[src/rtl/fetch_pkg.sv]
// Shared types and constants for the fetch sequencer: FSM states, default NOP,
// instruction size and the word-alignment mask.
package fetch_pkg;

   typedef enum logic [1:0] {
      StBoot = 2'd0,
      StRun  = 2'd1,
      StTrap = 2'd2
   } fetch_state_t;

   localparam logic [31:0] NOP_INST_DEFAULT = 32'h0000_0013;
   localparam logic [31:0] INST_BYTES       = 32'd4;
   localparam logic [31:0] ALIGN_MASK       = 32'h0000_0003;

   function automatic logic is_misaligned(input logic [31:0] addr);
      return |(addr & ALIGN_MASK);
   endfunction

endpackage

[src/rtl/fetch_if_id_reg.sv]
// IF/ID pipeline register with load and clear controls; a cleared or reset
// register always presents NOP_INST so decode never sees a stale word.
module fetch_if_id_reg
   import fetch_pkg::*;
#(
   parameter logic [31:0] NOP_INST = NOP_INST_DEFAULT
) (
   input  logic        clk,
   input  logic        rst,
   input  logic        load_i,
   input  logic        clear_i,
   input  logic [31:0] pc_i,
   input  logic [31:0] inst_i,
   output logic        valid_o,
   output logic [31:0] pc_o,
   output logic [31:0] inst_o
);

   logic        valid_q;
   logic [31:0] pc_q;
   logic [31:0] inst_q;

   // Clear wins over load; the PC field is left as-is on clear since it is
   // only meaningful while valid is set.
   always_ff @(posedge clk) begin
      if (rst) begin
         valid_q <= 1'b0;
         pc_q    <= 32'h0;
         inst_q  <= NOP_INST;
      end else if (clear_i) begin
         valid_q <= 1'b0;
         inst_q  <= NOP_INST;
      end else if (load_i) begin
         valid_q <= 1'b1;
         pc_q    <= pc_i;
         inst_q  <= inst_i;
      end
   end

   assign valid_o = valid_q;
   assign pc_o    = pc_q;
   assign inst_o  = inst_q;

endmodule

[src/rtl/fetch_sequencer.sv]
// Fetch-stage controller: owns the PC, drives instruction memory, fills IF/ID
// and handles decode stalls, execute redirects and misaligned-target traps.
module fetch_sequencer
   import fetch_pkg::*;
#(
   parameter logic [31:0] RESET_VECTOR = 32'h0000_0000,
   parameter logic [31:0] NOP_INST     = NOP_INST_DEFAULT
) (
   input  logic        clk,
   input  logic        rst,
   output logic [31:0] imem_addr,
   input  logic [31:0] imem_data,
   input  logic        redirect_valid,
   input  logic [31:0] redirect_target,
   input  logic        dec_ready,
   output logic        if_valid,
   output logic [31:0] if_pc,
   output logic [31:0] if_inst,
   output logic        misalign_err,
   output logic [31:0] fetch_count
);

   fetch_state_t state_q, state_d;
   logic [31:0]  pc_q, pc_d;
   logic         misalign_q, misalign_d;
   logic [31:0]  count_q;
   logic         load, clear;
   logic         bad_target;

   assign bad_target = is_misaligned(redirect_target);

   always_comb begin
      state_d    = state_q;
      pc_d       = pc_q;
      misalign_d = misalign_q;
      load       = 1'b0;
      clear      = 1'b0;
      unique case (state_q)
         StBoot: begin
            state_d = StRun;
            if (redirect_valid) begin
               if (bad_target) begin
                  state_d    = StTrap;
                  misalign_d = 1'b1;
               end else begin
                  pc_d = redirect_target;
               end
            end
         end
         StRun: begin
            if (redirect_valid && bad_target) begin
               state_d    = StTrap;
               misalign_d = 1'b1;
               clear      = 1'b1;
            end else if (redirect_valid) begin
               pc_d  = redirect_target;
               clear = 1'b1;
            end else if (!(if_valid && !dec_ready)) begin
               load = 1'b1;
               pc_d = pc_q + INST_BYTES;
            end
         end
         StTrap: begin
            clear = 1'b1;
         end
         default: begin
            state_d = StBoot;
         end
      endcase
   end

   always_ff @(posedge clk) begin
      if (rst) begin
         state_q    <= StBoot;
         pc_q       <= RESET_VECTOR;
         misalign_q <= 1'b0;
         count_q    <= 32'h0;
      end else begin
         state_q    <= state_d;
         pc_q       <= pc_d;
         misalign_q <= misalign_d;
         // Counts every handshake, even on a redirect cycle; decode squashes.
         if (if_valid && dec_ready) begin
            count_q <= count_q + 32'd1;
         end
      end
   end

   fetch_if_id_reg #(
      .NOP_INST (NOP_INST)
   ) u_if_id (
      .clk     (clk),
      .rst     (rst),
      .load_i  (load),
      .clear_i (clear),
      .pc_i    (pc_q),
      .inst_i  (imem_data),
      .valid_o (if_valid),
      .pc_o    (if_pc),
      .inst_o  (if_inst)
   );

   assign imem_addr    = pc_q;
   assign misalign_err = misalign_q;
   assign fetch_count  = count_q;

endmodule

[config.mk]
export PLATFORM = sky130hd
export DESIGN_NAME = fetch_sequencer
export DESIGN_NICKNAME = d
export VERILOG_FILES = /design/src/rtl/fetch_pkg.sv /design/src/rtl/fetch_if_id_reg.sv /design/src/rtl/fetch_sequencer.sv
export SDC_FILE = /design/constraint.sdc
export NUM_CORES = 1
export LEC_CHECK = 0
export ABC_AREA = 1
export CELL_PAD_IN_SITES_DETAIL_PLACEMENT = 0
export CELL_PAD_IN_SITES_GLOBAL_PLACEMENT = 2
export CORE_AREA = 2 2 167 169
export CTS_CLUSTER_DIAMETER = 100
export DETAILED_ROUTE_END_ITERATION = 16
export DIE_AREA = 0 0 169 171
export GPL_TIMING_DRIVEN = 0
export MAX_ROUTING_LAYER = met4
export PLACE_DENSITY = 0.76
export SLEW_MARGIN = 5
export SYNTH_ARGS = -nofsm -noshare
export SYNTH_HDL_FRONTEND = slang
export SYNTH_SLANG_ARGS = --single-unit
[constraint.sdc]
create_clock -name clk -period 2.02 [get_ports clk]
set_input_delay 0.404 -clock clk [delete_from_list [all_inputs] [get_ports clk]]
set_output_delay 0.404 -clock clk [all_outputs]
set_load 0.01 [all_outputs]
==> summary.txt, run 1 <==
Worst setup path
  • CP cell instances: clkdlybuf4s50_1
  • Crit Path Class: register to primary output
  • Crit path max-delay cell type: clkdlybuf4s50_1
  • CP max FO: 6
  • CP arrival: 1520 ps
  • FF-to-FF Start: state_q[1]
  • Worst R2R Path Depth: 13
  • Worst path bufs/invs: 1
  • Req. time, crit path: around 1600 ps
  • Critical path capture point type: primary output
  • Reg2reg setup slack: approximately 130 ps
  • CP top delay family: buffers and inverters
  • CP startpoint kind: register
  • Reg2reg end: u_if_id.pc_o[3]
  • Critical path's largest stage delay: 630 ps

Routing
  • Vias: approximately 7.0k
  • ANT nets after route: 0
  • Drt pass-1 iters: 5
  • Remaining DRCs: 0
  • Routed length per instance: about 16 um
  • Initial DRC Count: 420
  • Routed vias/inst: around 4.5
  • Final wirelength: 25,100 um

Synth
  • Syn_area_per_cell: about 6.5 um^2
  • Syn nets: approximately 1.1k
  • Synth Area in Simple Gates: between 30% and 40%
  • Synth Flop Type: dfxtp_1
  • Yosys reg bits: ~130
  • Xor and xnor area share after synthesis: 1.23%
  • Combinational family with the most area after synthesis: simple AND/OR/NAND/NOR gates
  • Post-synthesis mux area share: 0%
  • Mapped Area: about 6400 um^2
  • Post-synth EDFFs: 0
  • Synth Area in Compound Gates: approximately 14%
  • Register area share after synthesis: between 40 and 50%
  • Adder-cell share of the synthesized area: 0.978%
  • Distinct cells, synth: 31
  • Post-synthesis cell count: 990
  • FFs w/ async S/R, synth: 0%
  • Synth warn: 0

Clocking
  • CTS buffer count: 17
  • Htree depth: 4
  • Clock Sinks: 132
  • Post-CTS Hold Fix Bufs: 0
  • Clock transition at path regs: roughly 60 ps
  • Clock latency on the worst-skew pair: around 430 ps
  • CTS tree: done
  • CTS Buffer Depth: 2
  • Root buffer cell: clkbuf_16

Place
  • Detailed placer's ending HPWL: 19,500 um
  • Placed Area: roughly 8800 um^2
  • Pre-CTS setup slack: -546 ps
  • Input/output buffers: slightly below 200
  • GPL Wtd Cong: approximately 0.84

Layout
  • Commonest non-fill, non-tap cell in the layout: nand2_1
  • Fraction of layout cells with a size suffix above 1: under 10%
  • Post-route cell area: approximately 9500 um^2
  • Total Nets Final: between 1k and 1.5k
  • Synth-to-Final Area Change: 48.8%
  • Commonest cells after routing, fill and taps aside: nand2_1 (282), clkdlybuf4s50_1 (196), nor2_1 (160)

Die
  • Die X-Extent: ~170 um
  • Starting density of the core: 23.4%
  • Row count: 61
  • Core Box Area: 27,300 um^2
  • Die height: roughly 170 um
  • Die area: ~29,000 um^2
  • Boundary Pins: just under 200

Run status
  • Status: complete, no violations

Hold path
  • Hold path depth: 2
  • WHS Endpoint: u_if_id.inst_o[8]
  • Worst hold start: u_if_id.inst_o[8]
  • HP Class: register to register

Timing
  • Period utilization: between 90% and 100%
  • Final TNS setup: 0 ps
  • Period minus WS final: 1920 ps
  • Relative slew slack: 55.0%
  • Max frequency: ~520 MHz
  • Final hold slack: ~460 ps
  • Clock skew: 21.2 ps
  • Final setup viols: 0
  • Worst slew pin tran: ~680 ps
  • Max Slew Vio Count: 0
  • Final Worst Setup Slack: 100 ps
  • Fin. Hold Viols: 0

Global routing
  • Vias in the first global route: 6,754
  • Largest net degree at the start of global routing: 17
  • Global-route wire length before repair: 39,100 um
  • Gr usage total: between 10% and 20%
  • Initial antenna violation count: 1
  • Total grt overflow: 0

Power and ir drop
  • Leak: ~3.4 nW
  • Power per Cell Area: slightly below 800 nW/um^2
  • Worst vdd ir: 366 uV

Run
  • Max Cap Viol: 0
## area by class of cell
class                   instances  area, um^2
diodes                          1        2.50
plain buffers                  35         199
clock buffers                  19         443
clock inverters                13         103
fillers                      3029       17800
inverters                      88         338
multi-input cells             734        3300
flip-flops and latches        132        2650
well taps                     346         433
repair buffers                204        2050
## stage by stage
step                      std cells  power [W]  utilization [%]
after floorplan                 990    0.00365                -
after detailed placement       1532    0.00444             32.2
after CTS                      1569    0.00743             34.4
after global routing           1572    0.00774             34.8
after global placement         1532    0.00444             32.2
final                          1572    0.00734             34.8
## cell families after synthesis
family                   Yosys count
AND/OR/NAND/NOR                  544
AO/OA/AOI/OAI                    176
flip-flops                       132
buffers and inverters            124
XOR/XNOR                           9
adder cells (fa/ha/maj)            5
## what timing repair did
item                                    CTS  global route
cloned                                    0             1
pin swaps                                 2             2
endpoints found under the setup margin   31            78
buffers inserted                          5             2
resized for setup                         7            34
## metal layers
metal / wire length, um / vias to the layer above / track usage (%) / part of all wire (%)
met1: 12300 / 3207 / 24.6 / 49
met2: 11200 / 166 / 27.6 / 45
met4: 333 / 0 / 4.91 / 1.3
met3: 1260 / 17 / 4.26 / 5.0
li1: - / 3615 / - / -
met5: 0 / - / - / 0
## power breakdown
part	switching [W]	internal [W]	total (W)
Sequential	0.000206	0.00279	0.00299
Combinational	0.000757	0.000676	0.00143
Clock	0.00130	0.00161	0.00291
Total	0.00226	0.00508	0.00734
## state kept, by name, summed over array words and instances, names as in the netlist
| name | cells |
|---|---|
| u_if_id.inst_o | 32 |
| imem_addr | 32 |
| fetch_count | 32 |
| state_q | 2 |
| misalign_err | 1 |
| u_if_id.pc_o | 32 |
| u_if_id.valid_o | 1 |
## cells in the mapped netlist (all sizes together), types with 2 or more instances
cell / number / share of area (%)
clkbuf: 21 / 1.2
xnor2: 5 / 0.68
nand4: 10 / 1.1
o21ai: 69 / 5.4
inv: 87 / 5.1
o21a: 2 / 0.23
nand2: 284 / 17
nor2: 173 / 11
nand3: 63 / 4.9
nand3b: 2 / 0.23
xor2: 4 / 0.55
dfxtp: 132 / 41
ha: 5 / 0.98
nor3: 11 / 0.94
a21oi: 102 / 8.0
buf: 15 / 1.3
## worst max-delay path by stage
| stage | slack (ps) | startpoint | depth (start not counted) | endpoint |
|---|---|---|---|---|
| 6_report | 100 | imem_addr[22] | 1 | imem_addr[22] |
| 5_1_grt | -8 | state_q[1] | 12 | u_if_id.pc_o[23] |
| 4_1_cts | 10 | imem_addr[11] | 1 | imem_addr[11] |
| 3_5_place_dp | -550 | redirect_valid | 9 | u_if_id.pc_o[23] |
| 3_3_place_gp | -510 | redirect_valid | 9 | u_if_id.pc_o[29] |
| 2_1_floorplan | 390 | state_q[1] | 12 | u_if_id.pc_o[23] |
Note: power is estimated with default switching activity, not from simulation.
==> run 2: changes to the inputs <==
Settings changed: CTS_BUF_LIST set to sky130_fd_sc_hd__clkbuf_4 sky130_fd_sc_hd__clkbuf_8 sky130_fd_sc_hd__clkbuf_16.
==> run 2 against run 1 <==
Net effect: global-route usage is the same; setup slack lost 0.81 ps; maximum frequency is essentially flat; die area is the same; sequential share of layout area is essentially flat; critical path type unchanged; clock-buffer cell count is the same; sequential power is essentially flat; non-clock buffer count is the same; register-to-register slack gained 20 ps; largest cell class unchanged; total power grew 0.19%.
==> summary.txt, run 2 (synthesis results as in run 1) <==
Run status
  • Status: complete, no violations

Power and ir drop
  • Switching share of power: 30.8% (-0.033 points)
  • Reg power frac: 40.7% (about the same)
  • Part of the power in combinational logic: 19.5% (about the same)
  • Tot Pwr: 0.00735 W (+0.19%)
  • Power per Cell Area: 773 nW/um^2 (+0.15%)
  • Net Sw Power: 0.00226 W (about the same)
  • Internal cell power: 0.00509 W (+0.24%)
  • Clk pwr share: 39.8% (about the same)
  • Worst vdd ir: 366 uV (about the same)
  • Leak: 3.37 nW (+0.15%)

Layout
  • Total Nets Final: 1,285 (unchanged)
  • Fraction of layout cells with a size suffix above 1: 7.27% (+0.082 points)
  • Final Util: 34.8% (about the same)
  • Commonest non-fill, non-tap cell in the layout: nand2_1
  • Commonest cells after routing, fill and taps aside: nand2_1 (282), clkdlybuf4s50_1 (196), nor2_1 (160)
  • Reg area: 2650 um^2 (unchanged)
  • Multi-input gate area: 3300 um^2 (unchanged)
  • Filler instances: 3,031 (+0.066%)
  • Synth-to-Final Area Change: 48.9% (about the same)
  • Final Non-Filler Cells: 1,572 (unchanged)

Routing
  • Initial DRC Count: 456 (+8.6%)
  • Remaining DRCs: 0 (unchanged)
  • Drt pass-1 iters: 5 (unchanged)
  • Final wirelength: 25,200 um (about the same)
  • Vias: 7,037 (+0.46%)
  • Routed vias/inst: 4.48 (+0.46%)
  • Routed length per instance: 16.0 um (about the same)
  • ANT nets after route: 0 (unchanged)

Timing
  • Clock skew: 21.3 ps (+0.179 ps)
  • Worst slew pin tran: 658 ps (-17.4 ps)
  • Period minus WS final: 1920 ps (+0.809 ps)
  • Period utilization: 95.1% (about the same)
  • Relative slew slack: 56.0% (+1.0 points)
  • Final Worst Setup Slack: 99.5 ps (-0.809 ps)
  • RSZ-0062 raised after global routing: no
  • Max frequency: 521 MHz (about the same)
  • Final setup viols: 0 (unchanged)
  • Max Slew Vio Count: 0 (unchanged)
  • Fin. Hold Viols: 0 (unchanged)

Worst setup path
  • Reg2reg setup slack: 150 ps (+20 ps)
  • Crit Path Class: register to primary output
  • Worst path bufs/invs: 1 (unchanged)
  • CP top delay family: buffers and inverters
  • CP startpoint kind: register
  • Req. time, crit path: 1620 ps (about the same)
  • Critical path capture point type: primary output
  • CP max FO: 6 (unchanged)
  • Critical path's largest stage delay: 600 ps (-30 ps)
  • Crit path max-delay cell type: clkdlybuf4s50_1
  • CP cell instances: clkdlybuf4s50_1
  • CP arrival: 1520 ps (about the same)

Place
  • Placed insts: 1,532 (unchanged)
  • Pre-CTS setup slack: -546 ps (unchanged)
  • GPL Wtd Cong: 0.841 (unchanged)
  • Input/output buffers: 196 (unchanged)
  • Detailed placer's ending HPWL: 19,500 um (unchanged)

Clocking
  • Clock latency on the worst-skew pair: 430 ps (about the same)
  • Root buffer cell: clkbuf_16
  • Post-CTS Hold Fix Bufs: 0 (unchanged)
  • Htree depth: 4 (unchanged)
  • Clock Sinks: 132 (unchanged)
  • CTS Buffer Depth: 2 (unchanged)
  • CTS buffer count: 17 (unchanged)
  • Clock transition at path regs: 60 ps (about the same)
  • CTS tree: done

Die
  • Boundary Pins: 198 (unchanged)
  • Die area: 28,900 um^2 (unchanged)
  • Starting density of the core: 23.4% (unchanged)
  • Die height: 171 um (unchanged)
  • Row count: 61 (unchanged)
  • Die X-Extent: 169 um (unchanged)
  • Core Box Area: 27,300 um^2 (unchanged)

Global routing
  • Vias in the first global route: 6,765 (+0.16%)
  • Global-route wire length before repair: 39,100 um (about the same)
  • Largest net degree at the start of global routing: 17 (unchanged)
  • Gr usage total: 18.3% (unchanged)
  • Initial antenna violation count: 1 (unchanged)
  • Total grt overflow: 0 (unchanged)

Run
  • Max Cap Viol: 0 (unchanged)

Hold path
  • HP Class: register to register
## run 2: cell count changes in the layout (fill, tap and decap cells not counted)
cell / change
clkbuf_4: +1
clkbuf_1: -1
## run 2: final cells by class
type | count | share of cell area, %
Multi-Input combinational cell | 734 | 34.6
Sequential cell | 132 | 27.8
Timing Repair Buffer | 204 | 21.6
Clock buffer | 19 | 4.69
Tap cell | 346 | 4.55
Inverter | 88 | 3.55
Buffer | 35 | 2.09
Clock inverter | 13 | 1.08
Antenna cell | 1 | 0.0263
## run 2: path summary, 6_finish.rpt
check | startpoint | to | cells past startpoint
setup / recovery | imem_addr[20] | imem_addr[20] | 1
hold / removal | u_if_id.inst_o[8] | u_if_id.inst_o[8] | 2
hold reg to reg | u_if_id.inst_o[8] | u_if_id.inst_o[8] | 2
setup reg to reg | state_q[1] | imem_addr[4] | 9
## run 2: repair_timing
action / 4_1_cts / 5_1_grt
pin swaps: 2 / 3
cloned: 0 / 1
setup endpoints to repair: 31 / 79
gates resized for setup: 7 / 34
endpoints found under the hold margin: 0 / 0
setup buffers: 5 / 2
## run 2: routing by layer
metal | vias up | wire [um] | GRT usage, %
li1 | 3617 | - | -
met1 | 3219 | 12300 | 24.6
met2 | 184 | 11300 | 27.6
met3 | 17 | 1300 | 4.12
met4 | 0 | 332 | 5.02
met5 | - | 0 | -
## run 2: metrics by stage
stage | setup TNS, ps | area (um^2) | hold WS (ps)
after global placement | -35690 | 8790 | 447
after CTS | 0 | 9400 | 466
final | 0 | 9520 | 459
after detailed placement | -37250 | 8790 | 456
after floorplan | 0 | 6390 | 457
after global routing | 0 | 9520 | 478
## run 2: power by group through the flow
stage	registers, W	clock network, W	logic, W
final	0.00299	0.00293	0.00143
after global routing	0.00302	0.00315	0.00158
after CTS	0.00299	0.00303	0.00142
after detailed placement	0.00305	0	0.00140
after global placement	0.00305	0	0.00139
after floorplan	0.00306	0	0.000587
==> run 3: changes to the inputs <==
Settings changed: HOLD_SLACK_MARGIN set to 0.1, PLACE_DENSITY 0.76 to not set, PLACE_DENSITY_LB_ADDON set to 0.1.
==> run 3 against run 2 <==
Net effect: critical path depth did not move; final area rose by 0.49%; sequential share of layout area fell by 0.16 points; worst hold slack barely moved; via count fell by 0.72%; global-route usage barely moved; highest routed layer unchanged.
==> summary.txt, run 3 (synthesis results as in run 1) <==
Run status
  • Status: complete, no violations

Power and ir drop
  • Worst vdd ir: 467 uV (+28%)
  • Power per Cell Area: 815 nW/um^2 (+5.5%)
  • Leak: 3.42 nW (+1.3%)

Worst setup path
  • Critical path's largest stage delay: 610 ps (about the same)
  • CP top delay family: buffers and inverters
  • CP max FO: 8 (+2)
  • Worst path bufs/invs: 1 (unchanged)
  • Crit path max-delay cell type: clkdlybuf4s50_1
  • CP cell instances: clkdlybuf4s50_1
  • Req. time, crit path: 1620 ps (about the same)
  • Crit Path Class: register to primary output
  • CP arrival: 1560 ps (+40 ps)
  • Critical path capture point type: primary output
  • CP startpoint kind: register

Routing
  • Routed length per instance: 16.4 um (+2.1%)
  • Final wirelength: 25,700 um (+1.9%)
  • Routed vias/inst: 4.45 (-0.53%)
  • Drt pass-1 iters: 5 (unchanged)
  • ANT nets after route: 0 (unchanged)
  • Initial DRC Count: 396 (-13%)
  • Remaining DRCs: 0 (unchanged)
  • Vias: 6,986 (-0.72%)

Clocking
  • Root buffer cell: clkbuf_16
  • Clock Sinks: 132 (unchanged)
  • CTS Buffer Depth: 2 (unchanged)
  • Clock transition at path regs: 60 ps (about the same)
  • CTS buffer count: 17 (unchanged)
  • CTS tree: done
  • Clock latency on the worst-skew pair: 420 ps (about the same)
  • Htree depth: 4 (unchanged)

Timing
  • Final Worst Setup Slack: 52.5 ps (-47.0 ps)
  • Worst slew pin tran: 723 ps (+64.4 ps)
  • Period utilization: 97.4% (+2.3 points)
  • Clock skew: 16.6 ps (-4.77 ps)
  • RSZ-0062 raised after global routing: no
  • Max frequency: 508 MHz (-2.4%)
  • Period minus WS final: 1970 ps (+47.0 ps)
  • Final setup viols: 0 (unchanged)
  • Final TNS setup: 0 ps (unchanged)
  • Final hold slack: 458 ps (-0.451 ps)
  • Fin. Hold Viols: 0 (unchanged)
  • Max Slew Vio Count: 0 (unchanged)
  • Relative slew slack: 51.8% (-4.1 points)

Global routing
  • Total grt overflow: 0 (unchanged)
  • Grt met2 use: 26.6% (-1.0 points)
  • Met1 Resource Use GR: 25.8% (+1.2 points)
  • Gr busiest metal: met2
  • Initial antenna violation count: 1 (unchanged)
  • M3 GR Usage: 4.16% (+0.046 points)
  • Largest net degree at the start of global routing: 17 (unchanged)
  • Gr usage total: 18.3% (about the same)
  • Vias in the first global route: 6,666 (-1.5%)
  • Global-route wire length before repair: 39,100 um (about the same)

Die
  • Die height: 171 um (unchanged)
  • Die area: 28,900 um^2 (unchanged)
  • Starting density of the core: 23.4% (unchanged)
  • Core Box Area: 27,300 um^2 (unchanged)
  • Row count: 61 (unchanged)
  • Boundary Pins: 198 (unchanged)
  • Die X-Extent: 169 um (unchanged)

Place
  • Placed insts: 1,532 (unchanged)
  • GPL Wtd Cong: 0.813 (-3.4%)
  • Input/output buffers: 196 (unchanged)
  • Pre-CTS setup slack: -520 ps (+26.0 ps)
  • Detailed placer's ending HPWL: 19,700 um (+1.2%)

Layout
  • Total Nets Final: 1,284 (-0.078%)
  • Synth-to-Final Area Change: 49.6%
  • Final Util: 35.0% (+0.17 points)
  • Final Non-Filler Cells: 1,569 (-0.19%)
  • Commonest non-fill, non-tap cell in the layout: nand2_1
  • Commonest cells after routing, fill and taps aside: nand2_1 (283), clkdlybuf4s50_1 (196), nor2_1 (160)
  • Fraction of layout cells with a size suffix above 1: 7.44% (+0.18 points)
  • # diodes: 0 (-1)

Hold path
  • HP Class: register to register

Run
  • Max Cap Viol: 0 (unchanged)
[run 3: cell count changes in the layout (fill, tap and decap cells not counted), moves of 2 or more]
| cell | before | now |
|---|---|---|
| buf_1 | 5 | 0 |
| buf_2 | 6 | 8 |
| buf_4 | 8 | 6 |
| bufinv_16 | 0 | 4 |
| clkbuf_2 | 6 | 11 |
| clkinvlp_4 | 6 | 4 |
| dfxtp_1 | 128 | 130 |
| dfxtp_2 | 4 | 2 |
| inv_2 | 4 | 6 |
| inv_6 | 3 | 0 |
| nand2_2 | 2 | 0 |
[run 3: worst paths after layout]
path                      start                 end  slack, ps  cells after the start
max               imem_addr[11]       imem_addr[11]         50                      1
min          u_if_id.inst_o[22]  u_if_id.inst_o[22]        460                      2
max reg2reg          state_q[1]    u_if_id.pc_o[26]        150                     11
min reg2reg  u_if_id.inst_o[22]  u_if_id.inst_o[22]        460                      2
[run 3: final cells by class]
| type | count | area [um^2] |
|---|---|---|
| flip-flops and latches | 132 | 2650 |
| inverters | 88 | 339 |
| clock inverters | 12 | 183 |
| multi-input cells | 734 | 3310 |
| plain buffers | 35 | 195 |
| fillers | 3050 | 17800 |
| well taps | 346 | 433 |
| repair buffers | 203 | 2020 |
| clock buffers | 19 | 440 |
[run 3: stage by stage]
| stage | power (W) | area (um^2) |
|---|---|---|
| 5_1_grt | 0.00819 | 9570 |
| 4_1_cts | 0.00788 | 9440 |
| 3_3_place_gp | 0.00445 | 8790 |
| 2_1_floorplan | 0.00365 | 6390 |
| 3_5_place_dp | 0.00444 | 8790 |
| 6_report | 0.00779 | 9570 |
[run 3: power by group]
part | leakage, nW | total, W | internal [W] | switching (W)
clock network | 0.296 | 0.00337 | 0.00209 | 0.00128
logic | 2.05 | 0.00144 | 0.000670 | 0.000767
registers | 1.07 | 0.00299 | 0.00279 | 0.000199
[run 3: per-layer routing]
| layer | vias to the layer above | part of all wire (%) |
|---|---|---|
| met1 | 3177 | 52 |
| met3 | 10 | 5.8 |
| met2 | 187 | 41 |
| met4 | 0 | 0.63 |
| li1 | 3612 | - |
| met5 | - | 0 |
[run 3: timing repair]
item | in CTS | in global routing
gates resized for setup | 3 | 41
endpoints found under the setup margin | 25 | 100
buffers inserted | 1 | 5
pin swaps | 1 | 3
cloned | 0 | 1
hold buffers | 0 | 0
